### src/rtl/mips_ctrl_pkg.sv
// Shared types and constants for the multi-cycle MIPS control unit:
// FSM states, instruction classes, opcode/funct fields and ALU function codes.
package mips_ctrl_pkg;

    typedef enum logic [2:0] {
        ST_FETCH  = 3'd0,
        ST_DECODE = 3'd1,
        ST_EXEC   = 3'd2,
        ST_MEM    = 3'd3,
        ST_WB     = 3'd4,
        ST_TRAP   = 3'd5
    } state_t;

    typedef enum logic [1:0] {
        CLS_ALU    = 2'd0,
        CLS_LOAD   = 2'd1,
        CLS_STORE  = 2'd2,
        CLS_BRANCH = 2'd3
    } iclass_t;

    localparam logic [5:0] OP_RTYPE  = 6'b000000;
    localparam logic [5:0] OP_REGIMM = 6'b000001;
    localparam logic [5:0] OP_J      = 6'b000010;
    localparam logic [5:0] OP_BEQ    = 6'b000100;
    localparam logic [5:0] OP_BNE    = 6'b000101;
    localparam logic [5:0] OP_BLEZ   = 6'b000110;
    localparam logic [5:0] OP_BGTZ   = 6'b000111;
    localparam logic [5:0] OP_ADDI   = 6'b001000;
    localparam logic [5:0] OP_ADDIU  = 6'b001001;
    localparam logic [5:0] OP_SLTI   = 6'b001010;
    localparam logic [5:0] OP_SLTIU  = 6'b001011;
    localparam logic [5:0] OP_ANDI   = 6'b001100;
    localparam logic [5:0] OP_ORI    = 6'b001101;
    localparam logic [5:0] OP_XORI   = 6'b001110;
    localparam logic [5:0] OP_LW     = 6'b100011;
    localparam logic [5:0] OP_SW     = 6'b101011;

    localparam logic [5:0] F_JR   = 6'b001000;
    localparam logic [5:0] F_ADD  = 6'b100000;
    localparam logic [5:0] F_ADDU = 6'b100001;
    localparam logic [5:0] F_SUB  = 6'b100010;
    localparam logic [5:0] F_SUBU = 6'b100011;
    localparam logic [5:0] F_AND  = 6'b100100;
    localparam logic [5:0] F_OR   = 6'b100101;
    localparam logic [5:0] F_XOR  = 6'b100110;
    localparam logic [5:0] F_NOR  = 6'b100111;
    localparam logic [5:0] F_SLT  = 6'b101010;
    localparam logic [5:0] F_SLTU = 6'b101011;

    localparam logic [5:0] ALU_ADD  = 6'b100000;
    localparam logic [5:0] ALU_ADDU = 6'b100001;
    localparam logic [5:0] ALU_SUB  = 6'b100010;
    localparam logic [5:0] ALU_SUBU = 6'b100011;
    localparam logic [5:0] ALU_AND  = 6'b100100;
    localparam logic [5:0] ALU_OR   = 6'b100101;
    localparam logic [5:0] ALU_XOR  = 6'b100110;
    localparam logic [5:0] ALU_NOR  = 6'b100111;
    localparam logic [5:0] ALU_SLT  = 6'b101010;
    localparam logic [5:0] ALU_SLTU = 6'b101011;
    localparam logic [5:0] ALU_BLTZ = 6'b111000;
    localparam logic [5:0] ALU_BGEZ = 6'b111001;
    localparam logic [5:0] ALU_J    = 6'b111010;
    localparam logic [5:0] ALU_JR   = 6'b111011;
    localparam logic [5:0] ALU_BEQ  = 6'b111100;
    localparam logic [5:0] ALU_BNE  = 6'b111101;
    localparam logic [5:0] ALU_BLEZ = 6'b111110;
    localparam logic [5:0] ALU_BGTZ = 6'b111111;

endpackage

### src/rtl/mips_func_decode.sv
// Combinational instruction decoder: maps an instruction word to the ALU
// function code, instruction class, operand/destination selects and an illegal flag.
module mips_func_decode
    import mips_ctrl_pkg::*;
(
    input  logic [31:0] i_ir,
    output logic [5:0]  o_alu_func,
    output iclass_t     o_class,
    output logic        o_src_imm,
    output logic        o_regdst_rd,
    output logic        o_illegal
);

    logic [5:0] w_op;
    logic [4:0] w_rt;
    logic [5:0] w_fn;
    logic       w_unused_fields;

    assign w_op = i_ir[31:26];
    assign w_rt = i_ir[20:16];
    assign w_fn = i_ir[5:0];
    // rs and the immediate/shift fields do not affect control decisions
    assign w_unused_fields = ^{i_ir[25:21], i_ir[15:6]};

    always_comb begin
        o_alu_func  = 6'b000000;
        o_class     = CLS_ALU;
        o_src_imm   = 1'b0;
        o_regdst_rd = 1'b0;
        o_illegal   = 1'b0;
        case (w_op)
            OP_RTYPE: begin
                o_regdst_rd = 1'b1;
                case (w_fn)
                    F_ADD:  o_alu_func = ALU_ADD;
                    F_ADDU: o_alu_func = ALU_ADDU;
                    F_SUB:  o_alu_func = ALU_SUB;
                    F_SUBU: o_alu_func = ALU_SUBU;
                    F_AND:  o_alu_func = ALU_AND;
                    F_OR:   o_alu_func = ALU_OR;
                    F_XOR:  o_alu_func = ALU_XOR;
                    F_NOR:  o_alu_func = ALU_NOR;
                    F_SLT:  o_alu_func = ALU_SLT;
                    F_SLTU: o_alu_func = ALU_SLTU;
                    F_JR: begin
                        o_alu_func  = ALU_JR;
                        o_class     = CLS_BRANCH;
                        o_regdst_rd = 1'b0;
                    end
                    default: begin
                        o_illegal   = 1'b1;
                        o_regdst_rd = 1'b0;
                    end
                endcase
            end
            OP_REGIMM: begin
                o_class = CLS_BRANCH;
                if (w_rt == 5'd0)
                    o_alu_func = ALU_BLTZ;
                else if (w_rt == 5'd1)
                    o_alu_func = ALU_BGEZ;
                else
                    o_illegal = 1'b1;
            end
            OP_J:    begin o_alu_func = ALU_J;    o_class = CLS_BRANCH; end
            OP_BEQ:  begin o_alu_func = ALU_BEQ;  o_class = CLS_BRANCH; end
            OP_BNE:  begin o_alu_func = ALU_BNE;  o_class = CLS_BRANCH; end
            OP_BLEZ: begin o_alu_func = ALU_BLEZ; o_class = CLS_BRANCH; end
            OP_BGTZ: begin o_alu_func = ALU_BGTZ; o_class = CLS_BRANCH; end
            OP_ADDI:  begin o_alu_func = ALU_ADD;  o_src_imm = 1'b1; end
            OP_ADDIU: begin o_alu_func = ALU_ADDU; o_src_imm = 1'b1; end
            OP_SLTI:  begin o_alu_func = ALU_SLT;  o_src_imm = 1'b1; end
            OP_SLTIU: begin o_alu_func = ALU_SLTU; o_src_imm = 1'b1; end
            OP_ANDI:  begin o_alu_func = ALU_AND;  o_src_imm = 1'b1; end
            OP_ORI:   begin o_alu_func = ALU_OR;   o_src_imm = 1'b1; end
            OP_XORI:  begin o_alu_func = ALU_XOR;  o_src_imm = 1'b1; end
            OP_LW: begin o_alu_func = ALU_ADD; o_class = CLS_LOAD;  o_src_imm = 1'b1; end
            OP_SW: begin o_alu_func = ALU_ADD; o_class = CLS_STORE; o_src_imm = 1'b1; end
            default: o_illegal = 1'b1;
        endcase
    end

endmodule

### src/rtl/mips_alu_ctrl_fsm.sv
// Multi-cycle MIPS control FSM: FETCH/DECODE/EXEC/MEM/WB sequencing with memory timeout.
// Define MIPS_CTRL_TRAP_EN to make illegal instructions lock the FSM in TRAP until reset.
module mips_alu_ctrl_fsm
    import mips_ctrl_pkg::*;
#(
    parameter int MEM_TIMEOUT = 255
) (
    input  logic        Clock_in,
    input  logic        Reset_in,
    input  logic [31:0] Instr_in,
    input  logic        Instr_valid_in,
    output logic        Instr_ready_out,
    input  logic        Branch_in,
    input  logic        Jump_in,
    input  logic        Mem_ack_in,
    output logic [5:0]  AluFunc_out,
    output logic        AluSrcImm_out,
    output logic        RegDstRd_out,
    output logic        RegWrite_out,
    output logic        MemToReg_out,
    output logic        Mem_req_out,
    output logic        Mem_we_out,
    output logic        PcWrite_out,
    output logic        PcSel_out,
    output logic        MemErr_out,
    output logic        Illegal_out,
    output logic [2:0]  State_out
);

    // Counter only has to reach MEM_TIMEOUT-1: the last waiting cycle exits MEM.
    localparam int CNT_W = (MEM_TIMEOUT > 1) ? $clog2(MEM_TIMEOUT) : 1;
    localparam logic [CNT_W-1:0] CNT_LAST = CNT_W'((MEM_TIMEOUT > 0) ? MEM_TIMEOUT - 1 : 0);
    localparam bit TIMEOUT_EN = (MEM_TIMEOUT > 0);

    state_t           r_state;
    state_t           w_next;
    logic [31:0]      r_ir;
    logic [5:0]       r_alu_func;
    logic             r_src_imm;
    logic             r_regdst;
    iclass_t          r_class;
    logic [CNT_W-1:0] r_cnt;

    logic [5:0]       w_dec_alu;
    iclass_t          w_dec_class;
    logic             w_dec_src_imm;
    logic             w_dec_regdst;
    logic             w_dec_illegal;

    mips_func_decode u_decode (
        .i_ir        (r_ir),
        .o_alu_func  (w_dec_alu),
        .o_class     (w_dec_class),
        .o_src_imm   (w_dec_src_imm),
        .o_regdst_rd (w_dec_regdst),
        .o_illegal   (w_dec_illegal)
    );

    always_ff @(posedge Clock_in or posedge Reset_in) begin
        if (Reset_in)
            r_state <= ST_FETCH;
        else
            r_state <= w_next;
    end

    always_ff @(posedge Clock_in or posedge Reset_in) begin
        if (Reset_in) begin
            r_ir       <= '0;
            r_alu_func <= '0;
            r_src_imm  <= 1'b0;
            r_regdst   <= 1'b0;
            r_class    <= CLS_ALU;
            r_cnt      <= '0;
        end else begin
            if (r_state == ST_FETCH && Instr_valid_in)
                r_ir <= Instr_in;
            if (r_state == ST_DECODE) begin
                r_alu_func <= w_dec_alu;
                r_src_imm  <= w_dec_src_imm;
                r_regdst   <= w_dec_regdst;
                r_class    <= w_dec_class;
            end
            if (r_state == ST_MEM && w_next == ST_MEM)
                r_cnt <= r_cnt + CNT_W'(1);
            else
                r_cnt <= '0;
        end
    end

    always_comb begin
        w_next          = r_state;
        Instr_ready_out = 1'b0;
        PcWrite_out     = 1'b0;
        PcSel_out       = 1'b0;
        RegWrite_out    = 1'b0;
        MemToReg_out    = 1'b0;
        Mem_req_out     = 1'b0;
        Mem_we_out      = 1'b0;
        MemErr_out      = 1'b0;
        Illegal_out     = 1'b0;
        case (r_state)
            ST_FETCH: begin
                Instr_ready_out = 1'b1;
                if (Instr_valid_in) begin
                    PcWrite_out = 1'b1;
                    w_next      = ST_DECODE;
                end
            end
            ST_DECODE: begin
                if (w_dec_illegal) begin
`ifdef MIPS_CTRL_TRAP_EN
                    w_next = ST_TRAP;
`else
                    Illegal_out = 1'b1;
                    w_next      = ST_FETCH;
`endif
                end else begin
                    w_next = ST_EXEC;
                end
            end
            ST_EXEC: begin
                case (r_class)
                    CLS_ALU:    w_next = ST_WB;
                    CLS_LOAD,
                    CLS_STORE:  w_next = ST_MEM;
                    CLS_BRANCH: begin
                        PcWrite_out = Branch_in | Jump_in;
                        PcSel_out   = 1'b1;
                        w_next      = ST_FETCH;
                    end
                    default:    w_next = ST_FETCH;
                endcase
            end
            ST_MEM: begin
                Mem_req_out = 1'b1;
                Mem_we_out  = (r_class == CLS_STORE);
                if (Mem_ack_in) begin
                    w_next = (r_class == CLS_STORE) ? ST_FETCH : ST_WB;
                end else if (TIMEOUT_EN && r_cnt == CNT_LAST) begin
                    MemErr_out = 1'b1;
                    w_next     = ST_FETCH;
                end
            end
            ST_WB: begin
                RegWrite_out = 1'b1;
                MemToReg_out = (r_class == CLS_LOAD);
                w_next       = ST_FETCH;
            end
            ST_TRAP: begin
`ifdef MIPS_CTRL_TRAP_EN
                Illegal_out = 1'b1;
                w_next      = ST_TRAP;
`else
                w_next = ST_FETCH;
`endif
            end
            default: w_next = ST_FETCH;
        endcase
    end

    assign AluFunc_out   = r_alu_func;
    assign AluSrcImm_out = r_src_imm;
    assign RegDstRd_out  = r_regdst;
    assign State_out     = r_state;

endmodule

### config.mk
export PLATFORM = sky130hd
export DESIGN_NAME = mips_alu_ctrl_fsm
export DESIGN_NICKNAME = d
export VERILOG_FILES = /design/src/rtl/mips_ctrl_pkg.sv /design/src/rtl/mips_func_decode.sv /design/src/rtl/mips_alu_ctrl_fsm.sv
export SDC_FILE = /design/constraint.sdc
export NUM_CORES = 1
export LEC_CHECK = 0
export CAP_MARGIN = 10
export CORE_MARGIN = 2
export CORE_UTILIZATION = 35
export DETAILED_ROUTE_END_ITERATION = 16
export GPL_ROUTABILITY_DRIVEN = 0
export SLEW_MARGIN = 10
export SYNTH_ARGS = -nofsm -noshare
export SYNTH_HDL_FRONTEND = slang
export SYNTH_SLANG_ARGS = --single-unit
### constraint.sdc
create_clock -name Clock_in -period 2.4 [get_ports Clock_in]
set_input_delay 0.48 -clock Clock_in [delete_from_list [all_inputs] [get_ports Clock_in]]
set_output_delay 0.48 -clock Clock_in [all_outputs]
set_load 0.03 [all_outputs]
==> results.md <==
- RSZ-0062 raised after global routing: yes
- DRC violations left: 0
- 1st-iter DRT viols: 127
- LEAKAGE: around 1.3 nW
- Die height: between 80 and 90 um
- Fmax: between 0.4 and 0.5 GHz
- Top-count cell post-synth: nand2_1
- Nets@finish: 330
- Synth area leaders: dfrtp_1 47%, nand2_1 12%, ha_1 3.7%, nor2_1 3.5%, nand3_1 3.0%
- Final Hold Vio Count: 0
- WS Path Type: reg -> out
- Worst hold slack: between 0.4 and 0.5 ns
- Critical-path cell list: or4b_4 -> a21boi_1 -> o211ai_1 -> a21oi_1 -> buf_4
- Post-DP HPWL: ~3200 um
- Number of diodes: 0
- Ratio of cells with drive above 1 in the final layout: 0.1150
- Yosys reg bits: 38
- Seq/Total Area, Yosys: 0.4686
- Post-Layout Inst Area: about 2700 sq um
- Clock network fraction of total power: 0.201
- Internal power: around 0.0019 W
- Clock skew: around 0.012 ns
- Critical Path AT: 1.90 ns
- Register Area: about 950 sq um
- Multi-input logic area: about 1000 sq um
- Placed instance area: approximately 2500 sq um
- Outcome: finished clean
- Post-DRT Antenna Nets: 0
- Post-synth EDFFs: 0
- CTS root buffer: clkbuf_8
- Period utilization: 0.9924
- Global-route wire length before repair: a little under 8000 um
- Clock latency on the worst-skew pair: roughly 0.29 ns
- Post-CTS Hold Buffers: 0
- Ys flop type: dfrtp_1
- Gate Count Post-Synth: around 240
- DIE WIDTH: approximately 80 um
- Final WL: 4481 um
- CP bufs+invs: 1
- Peak supply drop: approximately 0.42 mV
- Slowest CP cell: or4b_4
- Syn Nets: ~280
- Drt pass-1 iters: 4
- Tot Pwr: 0.003233 W
- Total gr overflow: 0
- Pwr dens: around 1200 nW/um^2
- Hold Path Class: reg -> reg
- Worst rel slew slack: 0.6785
- Worst Setup Start Kind: flip-flop
- Number of fill cells: between 500 and 600
- CTS tree: built
- Setup Viol. Count Final: 0
- Most instantiated cells after synthesis: 66 x nand2_1, 38 x dfrtp_1, 19 x nor2_1
- Area leader, netlist: dfrtp_1
- Core Area: 5540 sq um
- Max-Cap Viols: 0
- Site Rows: 27
- Clk slew on worst S/H paths: around 0.080 ns
- Share of the synthesized area in the top cell type: 0.4686
- Final std cells w/o fill: 359
- Die Footprint: 6423 sq um
- Area of the mapped netlist: approximately 2000 sq um
- Worst Tran Pin Value: a little under 0.5 ns
- Placed cells: around 350
- WL/cell: between 10 and 15 um
- Yosys warnings: 0
- Sequential power share: 0.344
- Initial core utilization: 0.3663
- CP max stage delay: 0.49 ns
- CTS buffer count: 5
- Vias in the first global route: roughly 1600
- Sw Pwr: roughly 0.0013 W
- CTS max path bufs: 2
- Top delay family on crit path: compound AO/OA/AOI/OAI gates
- Post-route minimum period: approximately 2.4 ns
- Sw Share: 0.4092
- Logic pwr share: 0.455
- CP required: roughly 1.9 ns
- DR vias: ~1700
- Ports: just under 60
- H-tree level count: 2
- Synth-to-Final Area Change: 33.91%
- Unique masters post-synth: 47
- Async S/R FF share, synth: 1.000
- Critical Path Sink Type: output pin
- Crit-path max FO: 4
- Vias per cell: just under 5
- Initial antenna violation count: 0
- Avg Cell Area, Syn: 8.491 sq um
- CTS sink cnt: 38
- Largest net degree at the start of global routing: 39
- Max-slew violations: 0
- # port buffers: 42
- Gr usage total: 0.1564
-- routing by layer --
metal	global-route usage	routed length, um	vias up
met3	0.03933	195	2
met1	0.2181	2203	796
met2	0.2367	2041	37
met5	0	0	-
li1	-	-	903
met4	0.05085	41	0
-- sequential cells by signal, indices dropped and copies added (netlist names) --
signal,cells
AluSrcImm_out,1
State_out,3
r_class,2
RegDstRd_out,1
r_cnt,8
AluFunc_out,6
r_ir,17
-- cell usage in the layout (no fill, tap or decap), types with 4 or more instances in the layout --
cell | Yosys | routed
inv_1 | 9 | 9
a21oi_1 | 8 | 8
nor2_1 | 19 | 19
dfrtp_1 | 38 | 35
o21ai_0 | 11 | 11
clkbuf_8 | 0 | 5
nand2b_1 | 4 | 4
nand3_1 | 12 | 12
ha_1 | 6 | 6
and2_1 | 4 | 4
xor2_1 | 5 | 5
clkdlybuf4s50_1 | 0 | 37
nand2_1 | 66 | 66
buf_4 | 0 | 14
-- power groups by stage --
| stage | sequential, W | clock (W) | combinational, W |
|---|---|---|---|
| floorplan | 0.00113 | 0 | 0.000929 |
| finish | 0.00111 | 0.000651 | 0.00147 |
| CTS | 0.00111 | 0.000670 | 0.00148 |
| detailed placement | 0.00114 | 0 | 0.00139 |
| global route | 0.00116 | 0.000700 | 0.00165 |
| global placement | 0.00113 | 0 | 0.00138 |
-- what timing repair did --
| item | 4_1_cts | 5_1_grt |
|---|---|---|
| pin swaps | 3 | 0 |
| setup buffers | 5 | 0 |
| gates resized for setup | 4 | 4 |
| endpoints found under the setup margin | 2 | 3 |
-- tightest hold or removal path, cell delays in order (launching register included) --
cell and delay [ns]:
dfrtp_1 0.35, nand2_1 0.05, nand2_1 0.05
-- metrics by stage --
step,setup TNS [ns],util,worst slack (ns)
2_1_floorplan,0,-,0.02891
3_3_place_gp,0,0.4566,0.1050
3_5_place_dp,0,0.4566,0.09926
4_1_cts,0,0.4885,0.001920
5_1_grt,-0.07624,0.4905,-0.07624
6_report,0,0.4905,0.01812
-- final timing paths --
kind | from | endpoint | slack (ns) | cells past startpoint
hold / removal | AluFunc_out[5] | AluFunc_out[5] | 0.48 | 2
hold reg to reg | AluFunc_out[5] | AluFunc_out[5] | 0.48 | 2
max in group asynchronous | Reset_in | r_ir[5] | 1.45 | 3
setup reg to reg | r_ir[5] | r_class[1] | 0.58 | 6
min in group asynchronous | Reset_in | r_cnt[3] | 0.59 | 3
setup / recovery | r_ir[5] | Illegal_out | 0.02 | 5
-- cell families after synthesis --
logic type / after synthesis / share of synthesized area
fa+ha+maj: 6 / 0.03699
simple gates: 125 / 0.2799
compound gates: 40 / 0.1363
xor+xnor: 6 / 0.02589
mux: 1 / 0.004932
flops: 38 / 0.4686
buf+inv: 23 / 0.04747
-- area by class of cell --
class | count | area share
multi-input combinational | 178 | 0.3651
sequential | 38 | 0.3513
timing repair buffer | 54 | 0.1874
tap | 72 | 0.03315
clock buffer | 5 | 0.02532
clock inverter | 3 | 0.02532
inverter | 9 | 0.01243
(Power assumes the default switching activity.)
